$ cat src/rtl/parking_gate_arbiter.sv
// parking_gate_arbiter
//   Shares one barrier gate between the entrance lane (car already cleared)
//   and the exit lane. Arbitrates round-robin when both lanes are eligible,
//   sequences the gate through open/pass/close, and tracks lot occupancy.
// Ports
//   clk          rising-edge system clock
//   reset        asynchronous active-high reset
//   entry_req    level request from the entrance lane
//   exit_req     level request from the exit lane
//   car_passed   loop sensor pulse, only honoured while the gate is passing
//   entry_grant  entrance lane owns the gate (opening through closing)
//   exit_grant   exit lane owns the gate (opening through closing)
//   gate_open    gate drive command, high while opening and passing
//   occupancy    cars currently parked
//   lot_full     occupancy equals CAPACITY
//   lot_empty    occupancy equals zero
//   timeout_err  one-cycle pulse when passing expires without a car
module parking_gate_arbiter #(
   parameter int unsigned CAPACITY     = 8,
   parameter int unsigned CNT_W        = 4,
   parameter int unsigned OPEN_CYCLES  = 4,
   parameter int unsigned PASS_TIMEOUT = 16
) (
   input  logic             clk,
   input  logic             reset,
   input  logic             entry_req,
   input  logic             exit_req,
   input  logic             car_passed,
   output logic             entry_grant,
   output logic             exit_grant,
   output logic             gate_open,
   output logic [CNT_W-1:0] occupancy,
   output logic             lot_full,
   output logic             lot_empty,
   output logic             timeout_err
);

   localparam int unsigned TMAX  = (OPEN_CYCLES > PASS_TIMEOUT) ? OPEN_CYCLES : PASS_TIMEOUT;
   localparam int unsigned TMR_W = (TMAX > 1) ? $clog2(TMAX) : 1;
   localparam logic [TMR_W-1:0] OPEN_LAST = TMR_W'(OPEN_CYCLES - 1);
   localparam logic [TMR_W-1:0] PASS_LAST = TMR_W'(PASS_TIMEOUT - 1);
   localparam logic [CNT_W-1:0] CAP_VAL   = CNT_W'(CAPACITY);

   typedef enum logic [1:0] {StIdle, StOpening, StPassing, StClosing} state_e;
   typedef enum logic {LaneEntry, LaneExit} lane_e;

   state_e           state_q, state_d;
   lane_e            lane_q, lane_d;
   lane_e            last_q, last_d;
   logic [TMR_W-1:0] timer_q, timer_d;
   logic [CNT_W-1:0] occ_q, occ_d;
   logic             entry_grant_q, entry_grant_d;
   logic             exit_grant_q, exit_grant_d;
   logic             gate_open_q, gate_open_d;
   logic             timeout_q, timeout_d;
   logic             elig_in, elig_out;

   // Full/empty come straight from the registered count.
   assign lot_full    = (occ_q == CAP_VAL);
   assign lot_empty   = (occ_q == '0);
   assign occupancy   = occ_q;
   assign entry_grant = entry_grant_q;
   assign exit_grant  = exit_grant_q;
   assign gate_open   = gate_open_q;
   assign timeout_err = timeout_q;

   // Eligibility masks keep occupancy inside [0, CAPACITY].
   assign elig_in  = entry_req & ~lot_full;
   assign elig_out = exit_req & ~lot_empty;

   always_ff @(posedge clk or posedge reset) begin
      if (reset) begin
         state_q       <= StIdle;
         lane_q        <= LaneEntry;
         last_q        <= LaneExit;
         timer_q       <= '0;
         occ_q         <= '0;
         entry_grant_q <= 1'b0;
         exit_grant_q  <= 1'b0;
         gate_open_q   <= 1'b0;
         timeout_q     <= 1'b0;
      end else begin
         state_q       <= state_d;
         lane_q        <= lane_d;
         last_q        <= last_d;
         timer_q       <= timer_d;
         occ_q         <= occ_d;
         entry_grant_q <= entry_grant_d;
         exit_grant_q  <= exit_grant_d;
         gate_open_q   <= gate_open_d;
         timeout_q     <= timeout_d;
      end
   end

   always_comb begin
      state_d = state_q;
      lane_d  = lane_q;
      last_d  = last_q;
      timer_d = timer_q;
      occ_d   = occ_q;
      case (state_q)
         StIdle: begin
            timer_d = '0;
            if (elig_in || elig_out) begin
               state_d = StOpening;
               // Contested: serve the lane that did not go last.
               if (elig_in && elig_out) begin
                  lane_d = (last_q == LaneExit) ? LaneEntry : LaneExit;
               end else begin
                  lane_d = elig_in ? LaneEntry : LaneExit;
               end
               last_d = lane_d;
            end
         end
         StOpening: begin
            if (timer_q == OPEN_LAST) begin
               state_d = StPassing;
               timer_d = '0;
            end else begin
               timer_d = timer_q + TMR_W'(1);
            end
         end
         StPassing: begin
            // A car on the final cycle still counts and suppresses the timeout.
            if (car_passed) begin
               occ_d   = (lane_q == LaneEntry) ? occ_q + CNT_W'(1) : occ_q - CNT_W'(1);
               state_d = StClosing;
               timer_d = '0;
            end else if (timer_q == PASS_LAST) begin
               state_d = StClosing;
               timer_d = '0;
            end else begin
               timer_d = timer_q + TMR_W'(1);
            end
         end
         StClosing: begin
            if (timer_q == OPEN_LAST) begin
               state_d = StIdle;
               timer_d = '0;
            end else begin
               timer_d = timer_q + TMR_W'(1);
            end
         end
         default: begin
            state_d = StIdle;
            timer_d = '0;
         end
      endcase
   end

   // Outputs are registered, so decode them from the next state.
   always_comb begin
      entry_grant_d = (state_d != StIdle) && (lane_d == LaneEntry);
      exit_grant_d  = (state_d != StIdle) && (lane_d == LaneExit);
      gate_open_d   = (state_d == StOpening) || (state_d == StPassing);
      timeout_d     = (state_q == StPassing) && !car_passed && (timer_q == PASS_LAST);
   end

endmodule

$ cat config.mk
export PLATFORM = sky130hd
export DESIGN_NAME = parking_gate_arbiter
export DESIGN_NICKNAME = d
export VERILOG_FILES = /design/src/rtl/parking_gate_arbiter.sv
export SDC_FILE = /design/constraint.sdc
export NUM_CORES = 1
export LEC_CHECK = 0
export CAP_MARGIN = 20
export CORE_UTILIZATION = 40
export DETAILED_ROUTE_END_ITERATION = 10
export DONT_BUFFER_PORTS = 1
export HOLD_SLACK_MARGIN = 0.06
export PLACE_DENSITY = 0.57
export SLEW_MARGIN = 20
export SYNTH_ARGS = -nofsm -noshare
export SYNTH_HDL_FRONTEND = slang
export SYNTH_SLANG_ARGS = --single-unit
$ cat constraint.sdc
create_clock -name clk -period 2 [get_ports clk]
set_input_delay 0.4 -clock clk [delete_from_list [all_inputs] [get_ports clk]]
set_output_delay 0.4 -clock clk [all_outputs]
set_load 0.02 [all_outputs]
; Word level (Yosys, flattened, before mapping)
; Index checks and enable logic that the tools add are counted.
; Widths: inputs -> output; s select.
[totals]
mem_bits_rw = 0
mem_count = 0
rom_bits = 0
ff_bits = 16
output_inout_bits = 10
latch_bits = 0
word_cells = 55
[classes]
n_mux = 16
bitwise_logic = 5
order_cmp = 0
n_eq_ne = 8
mul = 0
shifts = 0
n_addsub = 3
div = 0
reduce_logical = 14
[op_table]
columns = cell, n
row1 = $mux 4, 4
row2 = $pmux 4 s3, 1
row3 = $mux 2, 5
row4 = $add 4x1->4 const B, 2
row5 = $eq 4x4->1 const B, 2
row6 = $pmux 2 s4, 1
row7 = $eq 2x2->1 const B, 3
row8 = $logic_and 1x1->1, 5
row9 = $mux 1, 5
row10 = $eq 2x1->1 const B, 2
row11 = $eq 4x2->1 const B, 1
row12 = $logic_not 4->1, 1
row13 = $reduce_and 2->1, 2
row14 = $sub 4x1->4 const B, 1
row15 = $not 1->1, 3
row16 = $and 1x1->1, 2
row17 = $logic_not 2->1, 1
row18 = $logic_or 1x1->1, 2
row19 = $reduce_bool 2->1, 1
row20 = $reduce_or 2->1, 1
row21 = $logic_not 1->1, 1

; Depth between registers and ports, before layout
[logic_depth]
ltp_word = 9
depth_mapped = 7
depth_no_buf = 7

; Least setup slack after synthesis
; Ideal clock, no wire load.
[synth_timing]
path_type = reg2reg
startpoint = register occ_q[0], in the netlist occupancy[0]
endpoint = register exit_grant_q, in the netlist exit_grant
stages_incl_launch_ff = 5
synth_period_minus_slack_ns = 1.724
arrival_time_ns = 1.657
path_buffers = 0
setup_ns = 0.068
path_slack_ns = 0.276
cell_sequence = dfrtp_1 > nor4b_2 > o2111ai_2 > a21bo_2 > nor2b_4
[synth_via]
elab_chain_cells = 8
[synth_rtl]
columns = item, line
row1 = "start, declared", 51  ; logic [CNT_W-1:0] occ_q, occ_d;
row2 = "start signal, assigned", 77  ; occ_q <= '0;
row3 = "start signal, assigned", 87  ; occ_q <= occ_d;
row4 = $eq 4x4->1 *, 59  ; assign lot_full = (occ_q == CAP_VAL);
row5 = named net lot_full, 33  ; output logic lot_full,
row6 = $not 1->1 *, 68  ; assign elig_in = entry_req & ~lot_full;
row7 = $and 1x1->1 *, 68
row8 = $mux 1 or $logic_and 1x1->1 (tied branches), "110, 107"
row9 = $mux 1, 107  ; if (elig_in && elig_out) begin
row10 = $mux 1 *, 104  ; if (elig_in || elig_out) begin
row11 = $mux 1 *, 101  ; case (state_q)
row12 = named net lane_d, 48  ; lane_e lane_q, lane_d;
row13 = $logic_and 1x1->1 *, 154  ; exit_grant_d = (state_d != StIdle) && (lane_d == LaneExit);
row14 = named net exit_grant_d, 53  ; logic exit_grant_q, exit_grant_d;
row15 = "end signal, assigned", 89  ; exit_grant_q <= exit_grant_d;
row16 = "end, declared", 53
; The timed path passes the listed nets; every way through them passes the cells marked *.
; A chain may end at the register's enable or synchronous reset.

; Final worst setup path
[layout_timing]
startpoint = register occ_q[2], in the netlist occupancy[2]
endpoint = output port lot_empty
[layout_via]
elab_chain_cells = 1
[layout_rtl]
columns = item, line
row1 = $logic_not 4->1, 60  ; assign lot_empty = (occ_q == '0);
row2 = "end, declared", 34  ; output logic lot_empty,
; No other way between the ends.

==> impl_metrics.ini <==
[critical_path]
cp_max_fo = 6
cp-start-kind = register
crit_type = register to output pin
r2r_start = occupancy[2]
end_kind = output pin
cp.required_ns = 1.60
cp.arrival_ns = 1.52
crit_path_start = occupancy[2]

[finish]
fin_util = 0.493
layout_common_cells = dfrtp_1 (15), nor2_1 (8), inv_1 (8)
drive_gt1_frac = 0.155
final_nets = 95
layout_commonest_cell = dfrtp_1
nFillCells = 179
design_area_um2 = 898
final_cells = 109
final-seq-area_um2 = 402
diodes = 0
multiInputGateArea_um2 = 387
areaGrowthSynthToFinish_pct = 9.79

[routing]
routed_wl_mm = 1.45
avgViaCountPerCell = 5.25
drt_iter0_markers = 7
drc_errors = 0
wl_per_cell_um = 13.3
final_antenna_net_count = 0
dr.pass1.iters = 4
routed-via-count = 572

[global_routing]
grt_pass1_wl_mm = 2.55
grt_overflow_total = 0
grt_max_degree = 17
grt_pass1_vias = 574
grt_use_total = 0.171
antenna_found_initial = 0

[clock_tree]
ctsResizeCount = 0
clkTransAtPathRegs_ns = 0.10
cts_inserted_buffers = 3
postCtsSetupBuffers = 0
clockBufferDepth = 2
ctsHoldBuffers = 0
htree_levels = 1
cts.sinks = 16
root_buffer = clkbuf_4
clk_latency_ns = 0.29
cts_tree = built

[timing]
period_share = 0.959
fin_ws_ns = 0.0825
slew_headroom = 0.602
slew_viol_final = 0
setup-violations-final = 0
skew_ns = 0.00727
tightest_slew_ns = 0.597
fmax_ghz = 0.522
post-route-min-period_ns = 1.92
hold_violations = 0
fin_tns_setup_ns = 0
hold_slack_ns = 0.0509
rsz0062_at_grt = no

[placed_design]
place_congestion = 0.776
dp.cells = 105
postPlaceCellArea_um2 = 872
dp_hpwl_mm = 1.04
io_buffers = 0
preCtsSetupSlack_ns = 0.262

[power_and_ir_drop]
ir_worst_vdd_mv = 0.888
p_sw_frac = 0.444
pwr-share-comb = 0.439
clockPowerShare = 0.118
power_report.internal_total_uw = 855
power_density_nw_per_um2 = 1710
p_sw_uw = 683
p_leak_nw = 0.419
power.total_mw = 1.54
sequentialPowerShare = 0.444

[synthesis]
syn_area_um2 = 818
netlist_instances = 77
avgSynthCellArea_um2 = 10.6
synthDistinctLibCells = 29
synth_seq_cells = 16
synth_nets = 87
synth.yosys.seq_area_share = 0.491
yosys_warnings = 0

[flow_run]
cap_violations = 0

[floorplanning]
die_y_um = 47.2
start_util = 0.449
dieArea_um2 = 2230
die_width_um = 47.2
fp-row-count = 15
io_pins = 15
coreArea_um2 = 1820

[run_status]
status = completed

[min_path]
worst_hold_path_type = input pin to async pin
-- cell type report --
cell class	count	area share
multi-input cells	53	0.430
flip-flops and latches	16	0.447
clock buffers	4	0.0292
well taps	25	0.0348
inverters	8	0.0334
repair buffers	3	0.0251
-- power by group through the flow --
stage / registers [mW] / logic, mW / clock network [mW]
after floorplan: 0.690 / 0.497 / 0
after global placement: 0.688 / 0.653 / 0
after detailed placement: 0.686 / 0.669 / 0
after CTS: 0.683 / 0.683 / 0.187
after global routing: 0.705 / 0.782 / 0.206
final: 0.682 / 0.675 / 0.181
-- cell usage after synthesis --
library cell	count	area, µm²
a211oi_1	2	15.0
a21bo_2	1	10.0
a21oi_1	3	15.0
a31oi_1	1	6.26
and3_1	1	6.26
dfrtp_1	15	375
dfstp_2	1	26.3
fa_1	1	20.0
ha_1	4	50.1
inv_1	8	30.0
mux2_1	1	11.3
nand2_1	6	22.5
nand2b_1	2	12.5
nand3_1	4	20.0
nand3b_1	1	7.51
nor2_1	8	30.0
nor2b_1	1	6.26
nor2b_4	1	13.8
nor3b_1	1	7.51
nor4b_2	1	15.0
o2111ai_2	1	15.0
o21ai_0	2	10.0
o21ai_1	2	10.0
o221ai_2	1	15.0
or2_1	1	6.26
or3_1	1	6.26
or4_4	1	11.3
xnor2_1	2	17.5
xor2_1	3	26.3
-- path summary, 6_finish.rpt --
path | end | slack, ns | cells after the start
max in group asynchronous | occupancy[3] | 1.56 | 1
worst max register to register | entry_grant | 0.27 | 5
min in group clk | last_q | 0.21 | 2
worst min register to register | last_q | 0.46 | 2
worst max-delay path | lot_empty | 0.08 | 2
worst min-delay path | exit_grant | 0.05 | 1
-- layer usage --
| metal | up-vias | global-route usage | part of all wire |
|---|---|---|---|
| met5 | - | 0 | 0 |
| met3 | 8 | 0.0423 | 0.071 |
| met4 | 0 | 0.120 | 0.045 |
| met1 | 258 | 0.227 | 0.47 |
| met2 | 25 | 0.244 | 0.41 |
| li1 | 281 | - | - |
-- kinds of logic after synthesis --
family          share of synthesized area
xor+xnor                           0.0535
fa+ha+maj                          0.0856
buf+inv                            0.0367
simple gates                        0.202
flops                               0.491
mux                                0.0138
compound gates                      0.118
-- critical path, cell delays in order, from the launching register on --
cell	delay [ns]
dfrtp_1	0.52
or4_4	0.54
inv_1	0.18
-- state kept, by name, indices dropped and copies added, names as in the netlist --
signal	count
timer_q	4
exit_grant	1
state_q	2
lane_q	1
entry_grant	1
gate_open	1
timeout_err	1
occupancy	4
last_q	1
Power figures use the tool's default switching activity.
